<file path="src/rtl/dorv_pkg.sv">
// Shared dOrv32 constants used by the fetch front end.
package dorv_pkg;

    localparam int unsigned XLEN     = 32;
    localparam int unsigned ILEN     = 32;
    localparam int unsigned PC_STEP  = 4;
    localparam logic [31:0] RESET_PC = 32'h0000_0000;

    // Bits needed to hold a count from 0 up to and including depth.
    function automatic int unsigned cnt_width(input int unsigned depth);
        return $clog2(depth + 1);
    endfunction

endpackage

</file>
<file path="src/rtl/fetch_fifo.sv">
// Prefetch FIFO holding {pc, instr} pairs; head is zero while empty.
module fetch_fifo
    import dorv_pkg::*;
#(
    parameter int unsigned WIDTH = 64,
    parameter int unsigned DEPTH = 4
) (
    input  logic                            clk,
    input  logic                            rst,
    input  logic                            push,
    input  logic                            pop,
    input  logic                            clear,
    input  logic [WIDTH-1:0]                wdata,
    output logic [WIDTH-1:0]                rdata,
    output logic [cnt_width(DEPTH)-1:0]     count,
    output logic                            empty
);

    localparam int unsigned AW = $clog2(DEPTH);
    localparam int unsigned CW = cnt_width(DEPTH);

    logic [WIDTH-1:0] mem [DEPTH];
    logic [AW-1:0]    rd_ptr;
    logic [AW-1:0]    wr_ptr;
    logic             do_push;
    logic             do_pop;

    assign empty   = (count == '0);
    assign do_pop  = pop && !empty;
    assign do_push = push && (count != CW'(DEPTH));

    always_ff @(posedge clk or negedge rst) begin
        if (!rst) begin
            rd_ptr <= '0;
            wr_ptr <= '0;
            count  <= '0;
        end else if (clear) begin
            rd_ptr <= '0;
            wr_ptr <= '0;
            count  <= '0;
        end else begin
            if (do_push) wr_ptr <= wr_ptr + AW'(1);
            if (do_pop)  rd_ptr <= rd_ptr + AW'(1);
            count <= count + CW'(do_push) - CW'(do_pop);
        end
    end

    always_ff @(posedge clk) begin
        if (do_push && !clear) mem[wr_ptr] <= wdata;
    end

    // Gating with empty keeps the head at zero after reset without resetting the array.
    assign rdata = empty ? '0 : mem[rd_ptr];

endmodule

</file>
<file path="src/rtl/pc_fetch_queue.sv">
// Instruction-fetch front end: credit-limited sequential fetch, in-order
// response capture into a prefetch FIFO, and redirect flush with stale-response drop.
module pc_fetch_queue #(
    parameter int unsigned          XLEN     = dorv_pkg::XLEN,
    parameter int unsigned          ILEN     = dorv_pkg::ILEN,
    parameter logic [XLEN-1:0]      RESET_PC = dorv_pkg::RESET_PC,
    parameter int unsigned          QDEPTH   = 4
) (
    input  logic             clk,
    input  logic             rst,
    input  logic             flush_i,
    input  logic [XLEN-1:0]  flush_addr_i,
    output logic             imem_req_o,
    output logic [XLEN-1:0]  imem_addr_o,
    input  logic             imem_gnt_i,
    input  logic             imem_rvalid_i,
    input  logic [ILEN-1:0]  imem_rdata_i,
    output logic             if_valid_o,
    output logic [XLEN-1:0]  if_pc_o,
    output logic [ILEN-1:0]  if_instr_o,
    input  logic             if_ready_i
);

    localparam int unsigned     CW   = dorv_pkg::cnt_width(QDEPTH);
    localparam logic [XLEN-1:0] STEP = XLEN'(dorv_pkg::PC_STEP);

    logic [XLEN-1:0]      fetch_pc;
    logic [XLEN-1:0]      wr_pc;
    logic [XLEN-1:0]      flush_target;
    logic [CW-1:0]        outstanding;
    logic [CW-1:0]        drop;
    logic [CW-1:0]        count;
    logic [CW:0]          in_use;
    logic                 issue;
    logic                 push;
    logic                 pop;
    logic                 empty;
    logic [XLEN+ILEN-1:0] head;

    // Every in-flight request already owns a FIFO slot, so responses never overflow.
    assign in_use       = {1'b0, count} + {1'b0, outstanding};
    assign imem_req_o   = rst && !flush_i && (in_use < (CW+1)'(QDEPTH));
    assign imem_addr_o  = fetch_pc;
    assign issue        = imem_req_o && imem_gnt_i;
    assign push         = imem_rvalid_i && !flush_i && (drop == '0);
    assign pop          = if_ready_i && !empty && !flush_i;
    assign flush_target = flush_addr_i & ~XLEN'(3);

    always_ff @(posedge clk or negedge rst) begin
        if (!rst) begin
            fetch_pc    <= RESET_PC;
            wr_pc       <= RESET_PC;
            outstanding <= '0;
            drop        <= '0;
        end else if (flush_i) begin
            // Everything still in flight after this cycle belongs to the old stream.
            fetch_pc    <= flush_target;
            wr_pc       <= flush_target;
            outstanding <= outstanding - CW'(imem_rvalid_i);
            drop        <= outstanding - CW'(imem_rvalid_i);
        end else begin
            if (issue) fetch_pc <= fetch_pc + STEP;
            if (push)  wr_pc    <= wr_pc + STEP;
            outstanding <= outstanding + CW'(issue) - CW'(imem_rvalid_i);
            if (imem_rvalid_i && (drop != '0)) drop <= drop - CW'(1);
        end
    end

    fetch_fifo #(
        .WIDTH (XLEN + ILEN),
        .DEPTH (QDEPTH)
    ) u_fifo (
        .clk   (clk),
        .rst   (rst),
        .push  (push),
        .pop   (pop),
        .clear (flush_i),
        .wdata ({wr_pc, imem_rdata_i}),
        .rdata (head),
        .count (count),
        .empty (empty)
    );

    assign if_valid_o = !empty;
    assign if_pc_o    = head[XLEN+ILEN-1:ILEN];
    assign if_instr_o = head[ILEN-1:0];

endmodule

</file>
<file path="config.mk">
export PLATFORM = sky130hd
export DESIGN_NAME = pc_fetch_queue
export DESIGN_NICKNAME = d
export VERILOG_FILES = /design/src/rtl/dorv_pkg.sv /design/src/rtl/fetch_fifo.sv /design/src/rtl/pc_fetch_queue.sv
export SDC_FILE = /design/constraint.sdc
export NUM_CORES = 1
export LEC_CHECK = 0
export BUFFER_PORTS_ARGS = -buffer_cell sky130_fd_sc_hd__buf_2
export CORE_MARGIN = 5
export CORE_UTILIZATION = 62
export DETAILED_ROUTE_END_ITERATION = 7
export PLACE_DENSITY = 0.84
export SETUP_SLACK_MARGIN = 0.4
export SLEW_MARGIN = 20
export SYNTH_ARGS = -nofsm -noshare
export SYNTH_HDL_FRONTEND = slang
export SYNTH_SLANG_ARGS = --single-unit
</file>
<file path="constraint.sdc">
create_clock -name clk -period 7.39 [get_ports clk]
set_input_delay 0 -clock clk [delete_from_list [all_inputs] [get_ports clk]]
set_output_delay 0 -clock clk [all_outputs]
set_load 0.1 [all_outputs]
</file>
; ---- After elaboration in Yosys (flattened, before gate mapping)
; Memory sizes are Yosys's and may differ from the RTL's.
; Cells that the tools add are included.
[totals]
wordCells = 57
in_bits = 70
register_bits = 77
memories = 1
out_inout_bits = 98
mem_bits_rw = 256
[op_classes]
add_sub_neg = 11
magnitude_cmp = 1
muxes = 15
reduce_logical = 21
n_eq_ne = 1
[mem_list]
columns = name, depth, word_bits, read_ports, rd_clocked_by_memory_dff, write_ports, line
row1 = u_fifo.mem, 4, 64, 1, 0, 1, fetch_fifo.sv:22  ; logic [WIDTH-1:0] mem [DEPTH];
[ops]
columns = operator, n
row1 = $mux 32, 4
row2 = $add 32x3->32 const B, 2
row3 = $mux 64, 1
row4 = $mux 3, 4
row5 = $logic_and 1x1->1, 11
row6 = $reduce_bool 2->1, 5
row7 = $sub 3x1->3, 3
row8 = $mux 2, 4
row9 = $add 3x1->3, 2
row10 = $logic_not 3->1, 2
row11 = $add 2x1->2 const B, 2
row12 = $add 3x3->4, 1
row13 = $lt 4x3->1 const B, 1
row14 = $ne 3x3->1 const B, 1
row15 = $reduce_bool 3->1, 1
row16 = $sub 3x1->3 const B, 1
row17 = $logic_not 1->1, 2
row18 = $mux 1, 2

; ---- Depth between registers and ports, before layout
; Gate-level depths: netlist of run 1.
[depth]
ltp_word = 7
mapped_depth = 13

; ---- Cells and area by module
; Synthesis of run 1 repeated with hierarchy kept, for this count alone.
[unflattened]
cells_unflattened = 935
hier_area_um2 = 14368.8
[modules_own_cells]
columns = mod, seq_area_each_um2, cells_per_inst, area_each_um2, n_inst
row1 = fetch_fifo, 7862.5, 452, 10124.7, 1
row2 = pc_fetch_queue, 1651.6, 483, 4244.1, 1

; ---- Least setup slack after synthesis of run 1
; No wires, ideal clock.
[synth_timing]
path_kind = flip-flop to flip-flop
startpoint = reg drop[0]
endpoint = mem u_fifo.mem[0][0], enable pin
required_ns = 6.964
n_path_buf = 0
stages_incl_launch_ff = 6
setup_slack_ns = 4.137
synth_period_minus_slack_ns = 3.253
arrival_time_ns = 2.826
setup_time_ns = 0.426
path_cell_list = dfrtp_1 > inv_1 > ha_1 > nand3b_1 > a211oi_2 > and2_1
[synth_between]
elab_chain_cells = 6
[synth_lines]
columns = item, line
row1 = start: declaration, pc_fetch_queue.sv:31  ; logic [CW-1:0] drop;
row2 = start signal: assignment, pc_fetch_queue.sv:60  ; drop <= outstanding - CW'(imem_rvalid_i);
row3 = start signal: assignment, pc_fetch_queue.sv:65  ; if (imem_rvalid_i && (drop != '0)) drop <= drop - CW'(1);
row4 = $logic_not 3->1, pc_fetch_queue.sv:45  ; assign push = imem_rvalid_i && !flush_i && (drop == '0);
row5 = $logic_and 1x1->1, pc_fetch_queue.sv:45
row6 = $logic_and 1x1->1, fetch_fifo.sv:30  ; assign do_push = push && (count != CW'(DEPTH));
row7 = $logic_and 1x1->1, fetch_fifo.sv:49  ; if (do_push && !clear) mem[wr_ptr] <= wdata;
row8 = $mux 1, fetch_fifo.sv:49
row9 = $mux 1 (not written as such), fetch_fifo.sv:49
row10 = end: declaration, fetch_fifo.sv:22
; Every way passes these cells.

; ---- Worst setup path in the final report of run 1
[layout_timing]
startpoint = in rst
endpoint = reg outstanding[2]
[layout_between]
elab_chain_cells = 6
[layout_lines]
columns = item, line
row1 = start: declaration, pc_fetch_queue.sv:10  ; input logic rst,
row2 = $logic_and 1x1->1 (2 in a row), pc_fetch_queue.sv:42  ; assign imem_req_o = rst && !flush_i && (in_use < (CW+1)'(QDEPTH));
row3 = $logic_and 1x1->1, pc_fetch_queue.sv:44  ; assign issue = imem_req_o && imem_gnt_i;
row4 = $add 3x1->3, pc_fetch_queue.sv:64  ; outstanding <= outstanding + CW'(issue) - CW'(imem_rvalid_i);
row5 = $sub 3x1->3, pc_fetch_queue.sv:64
row6 = $mux 3, pc_fetch_queue.sv:55  ; end else if (flush_i) begin
row7 = end signal: assignment, pc_fetch_queue.sv:59  ; outstanding <= outstanding - CW'(imem_rvalid_i);
row8 = end signal: assignment, pc_fetch_queue.sv:64
row9 = end: declaration, pc_fetch_queue.sv:30  ; logic [CW-1:0] outstanding;
; Every way passes these cells.
; A chain may end at the register's enable or synchronous reset.

==> metrics.txt, run 1 <==
met1 usage=32.4%; total CTS buffers=31; later-pin clock latency in the skew report=550 ps; most common cell in the netlist=edfxtp_1; Worst VDD drop=0.228 mV; Leak=0.00604 uW; CTS tree=built; CTS Sinks=321; CP Launch Type=primary input; met3 Use GR=4.32%; Port Buffers=161; top cell type's share of synthesized area=54.9%; Final Setup Violations=0; crit path time final=4080 ps; Syn. warnings=0; Slew HR=25.9%; Pre-antenna DRT Iters=5; Critical Path RT=7860 ps; pin count of the biggest net entering global routing=86; Fmax=245 MHz; Root Driver=clkbuf_16; Worst Path Class, Setup=in -> reg; first-pass GRT wire length=45.4 mm; grt ovf=0; routed vias/inst=5.89; status=completed; power density over the cells=387 nW/um^2; Max Cap Viol=0; initial antenna violation count=0; clk_skew=24.6 ps; initial drt markers=632; die area=24,900 sq um; H-tree levels=1; Antenna Nets Post-Route=0; Fill cells=1,263; commonest cells in the netlist=edfxtp_1 (248), dfrtp_1 (73), and2_1 (72); RSZ-0062 raised after global routing=false; Slew @ Worst Pin=1110 ps; placer's final routability congestion estimate=0.930; DRC=0; synth top area cells=edfxtp_1 (55%), dfrtp_1 (13%), mux4_2 (10%); Final Cycle Share=55.2%; diodes inserted=0; DR WL/cell=20.8 um; async set-reset flop share out of synthesis=22.7%; Area Overhead vs Synth=20.1%; Syn Inst Count=851; die height=158 um; Initial Util=62.5%; Worst Hold Class=in -> reg; All-Layer GR Usage=23.3%; Final #Nets=1,167; max incr delay on CP=710 ps; Final Slew Violations=0; slowest CP cell=buf_4; Crit. End Element=register; WL final=28.8 mm; crit path DAT=4550 ps; IO Pins=168; area of the multi-input gates=4020 sq um; register area=9280 sq um; DR vias=8,155; post-synth cell types=52; crit path cell chain=dlygate4sd3_1 -> buf_2 -> buf_4 -> nor4b_1 -> and4_1 -> inv_1 -> ha_1 -> inv_1 -> ha_1 -> fa_1 -> xor2_1 -> o21ai_0 -> xor2_1; EDFF count, synth=248; core area=21,700 sq um; Final Power=6290 uW; clock slew at reported path FFs=60 ps; layout cells sized above 1=27.4%; register area share after synthesis=68.4%; CP Max Fanout=74; clk buf depth=3; gr busiest metal=met2; met2 usage=39.6%; Post-Syn Area=13,600 sq um; die width=158 um; final hold vios=0; vias in the first global route=8,415; post-synth top area cell=edfxtp_1; Yosys reg bits=321; HPWL after DPL=16.8 mm; post-CTS repair timing setup buffer count=0; Avg Inst Size Synth=15.9 sq um; FP Rows=54; Sum Neg Setup Slack=0 ps; ys flop type=edfxtp_1
## area by class of cell
type | count | area share (%)
Clock buffer | 39 | 5.13
Clock inverter | 19 | 1.24
Inverter | 19 | 0.438
Multi-Input combinational cell | 471 | 24.7
Sequential cell | 321 | 57.0
Tap cell | 280 | 2.15
Timing Repair Buffer | 235 | 9.36
## worst max-delay path, delay by kind of cell
kind,cells,cell delay [ps]
adder cells (fa/ha/maj),3,1020
AND/OR/NAND/NOR,2,1050
AO/OA/AOI/OAI,1,180
buffers and inverters,5,1930
XOR/XNOR,2,350
## routing by layer
layer  vias up  wire, um  share of wire (%)
met2       390     14200                 49
met5         -         0                  0
met3        40      2610                9.1
met1      4026     11500                 40
met4         0       478                1.7
li1       3699         -                  -
## report_power, final
group | switching (uW) | total [uW] | leakage (uW) | internal [uW]
logic | 1920 | 2490 | 0.00241 | 569
registers | 151 | 2230 | 0.00313 | 2080
clock network | 638 | 1580 | 0.000507 | 939
total | 2710 | 6290 | 0.00604 | 3580
## registers in the layout (all words and copies together) (netlist names)
signal / count
wr_pc: 30
imem_addr_o: 30
u_fifo.wr_ptr: 2
u_fifo.rd_ptr: 2
drop: 3
outstanding: 3
u_fifo.mem: 248
u_fifo.count: 3
## worst paths after layout
check / start / endpoint / slack, ps / cells after the start
min: flush_i / u_fifo.count[1] / 160 / 3
max in group asynchronous: rst / u_fifo.rd_ptr[0] / 6510 / 3
min in group asynchronous: rst / outstanding[1] / 210 / 3
min reg2reg: outstanding[2] / outstanding[2] / 560 / 1
max: rst / outstanding[2] / 3310 / 13
max reg2reg: outstanding[2] / outstanding[2] / 3380 / 11
## cell usage in the layout, fill, tap and decap left out, types with 16 or more instances in the layout
cell / count
edfxtp_1: 248
buf_2: 161
dfrtp_1: 71
and2_1: 68
dlygate4sd3_1: 65
mux4_2: 62
o21ai_0: 51
nand2_1: 50
nand3_1: 33
xor2_1: 33
clkbuf_16: 31
nor2_1: 25
nand4_1: 23
inv_1: 18
ha_1: 16
## per-stage QoR
stage	hold WS [ps]	util (%)	instances	setup slack, ps	cell area [sq um]
after floorplan	-296	-	854	4140	13600
after global placement	216	67.3	1261	3400	14600
after detailed placement	218	67.3	1261	3290	14600
after CTS	105	75.1	1384	3350	16300
after global routing	147	75.1	1384	2950	16300
final	162	75.1	1384	3310	16300
## timing repair
action	4_1_cts	5_1_grt
hold buffers	65	0
gates resized for setup	0	0
endpoints found under the hold margin	266	0
## cell families after synthesis
family / after synthesis / synth area share [%]
flops: 321 / 68.4
simple gates: 253 / 10.5
compound gates: 88 / 3.90
mux: 67 / 10.7
buf+inv: 62 / 2.06
xor+xnor: 41 / 2.65
fa+ha+maj: 18 / 1.77
other cells: 1 / 0.0277
Note: power is estimated with default switching activity, not from simulation.
==> run 2, diff against run 1 <==
CORE_UTILIZATION = 58   (was 62)
PLACE_DENSITY = 0.8   (was 0.84)
clock period = 3.85 ns   (was 7.39 ns; I/O delays follow)
==> metrics.txt, run 2 (synthesized netlist as in run 1, its figures left out) <==
IO Pins=168; die area=26,500 sq um; clock slew at reported path FFs=70 ps; RSZ-0062 raised after global routing=false; first-pass GRT wire length=46.2 mm; core area=23,300 sq um; Initial Util=58.3%; hold_ws=61.9 ps; diodes inserted=0; vias in the first global route=8,654; crit path time final=2890 ps; Slew HR=55.2%; Antenna Nets Post-Route=0; Crit. End Element=register; later-pin clock latency in the skew report=550 ps; power density over the cells=740 nW/um^2; Final Cycle Share=75.0%; post-CTS repair timing setup buffer count=0; Leak=0.00612 uW; Worst Hold Class=in -> async; Root Driver=clkbuf_16; slowest CP cell=and2_2; total CTS buffers=31; Area Overhead vs Synth=21.9%; Worst path top cell family by delay=simple AND/OR/NAND/NOR gates; Worst VDD drop=0.518 mV; Largest register FFs=248; H-tree levels=1; initial drt markers=709; placer's final routability congestion estimate=0.840; DR vias=8,256; Max Cap Viol=0; WL final=29.1 mm; CTS hold repair buffers=67; CTS tree=built; layout cells sized above 1=27.7%; DRC=0; Pre-antenna DRT Iters=5; CTS Sinks=321; max incr delay on CP=620 ps; clk_skew=12.1 ps; Sum Neg Setup Slack=0 ps; Fill cells=1,473; crit path cell chain=inv_1 -> ha_1 -> nand3b_1 -> a211oi_2 -> and2_2 -> buf_12; HPWL after DPL=17.2 mm; Reg with most FFs=u_fifo.mem; final hold vios=0; DR WL/cell=20.3 um; Worst Path Class, Setup=reg -> reg; crit path DAT=3110 ps; Final Setup Violations=0; die width=163 um; grt ovf=0; pin count of the biggest net entering global routing=66; Port Buffers=161; Slew @ Worst Pin=667 ps; most frequent cells in the layout=edfxtp_1 (248), buf_2 (161), dfrtp_1 (71); CP Launch Type=register; Fmax=346 MHz; Critical Path RT=4070 ps; initial antenna violation count=0; die height=163 um; CP Buf/Inv Count=2; FP Rows=56; register area=9280 sq um; Final Slew Violations=0; routed vias/inst=5.77; CP Max Fanout=44; Final #Nets=1,176; # resized after CTS=0; commonest non-fill, non-tap cell in the layout=edfxtp_1; status=completed; area of the multi-input gates=4020 sq um; All-Layer GR Usage=22.2%; clk buf depth=3
run 2: final timing paths:
path	startpoint	end	slack [ps]	cells after the start
max	drop[0]	u_fifo.mem[0][19]	960	6
min	rst	imem_addr_o[21]	60	3
max reg2reg	drop[0]	u_fifo.mem[0][19]	960	6
min reg2reg	outstanding[2]	outstanding[2]	540	1
max in group asynchronous	rst	u_fifo.rd_ptr[0]	2770	4
min in group clk	imem_gnt_i	imem_addr_o[15]	110	5
run 2: cell type report:
type	count	area share, %
sequential	321	56.2
clock inverter	16	1.26
inverter	19	0.432
multi-input combinational	471	24.3
timing repair buffer	244	10.2
clock buffer	41	5.22
tap	319	2.42
run 2: worst register-to-register path, delay by kind of cell, from the launching register on:
kind / cells / cell delay [ps]
AO/OA/AOI/OAI: 1 / 600
adder cells (fa/ha/maj): 1 / 200
buffers and inverters: 2 / 470
flip-flops: 1 / 360
AND/OR/NAND/NOR: 2 / 890
run 2: metal layers:
| layer | track usage (%) | wire length, um | vias to the layer above |
|---|---|---|---|
| met5 | 0 | 0 | - |
| met4 | 4.61 | 484 | 0 |
| met3 | 3.52 | 2250 | 40 |
| met2 | 37.9 | 14600 | 355 |
| met1 | 30.8 | 11800 | 4139 |
| li1 | - | - | 3722 |
run 2: per-stage QoR:
stage | worst slack, ps | cell area, sq um | instances | power (uW) | util (%)
6_report | 964 | 16500 | 1431 | 12200 | 71.0
3_5_place_dp | 1010 | 14800 | 1307 | 9110 | 63.5
5_1_grt | 761 | 16500 | 1431 | 12700 | 71.0
2_1_floorplan | 597 | 13600 | 854 | 8270 | -
3_3_place_gp | 1070 | 14800 | 1307 | 9050 | 63.5
4_1_cts | 911 | 16500 | 1431 | 12300 | 71.0
run 2: power breakdown:
| group | internal (uW) | switching (uW) | leakage (uW) |
|---|---|---|---|
| Sequential | 3980 | 308 | 0.00313 |
| Clock | 1900 | 1240 | 0.000521 |
| Combinational | 1120 | 3670 | 0.00247 |
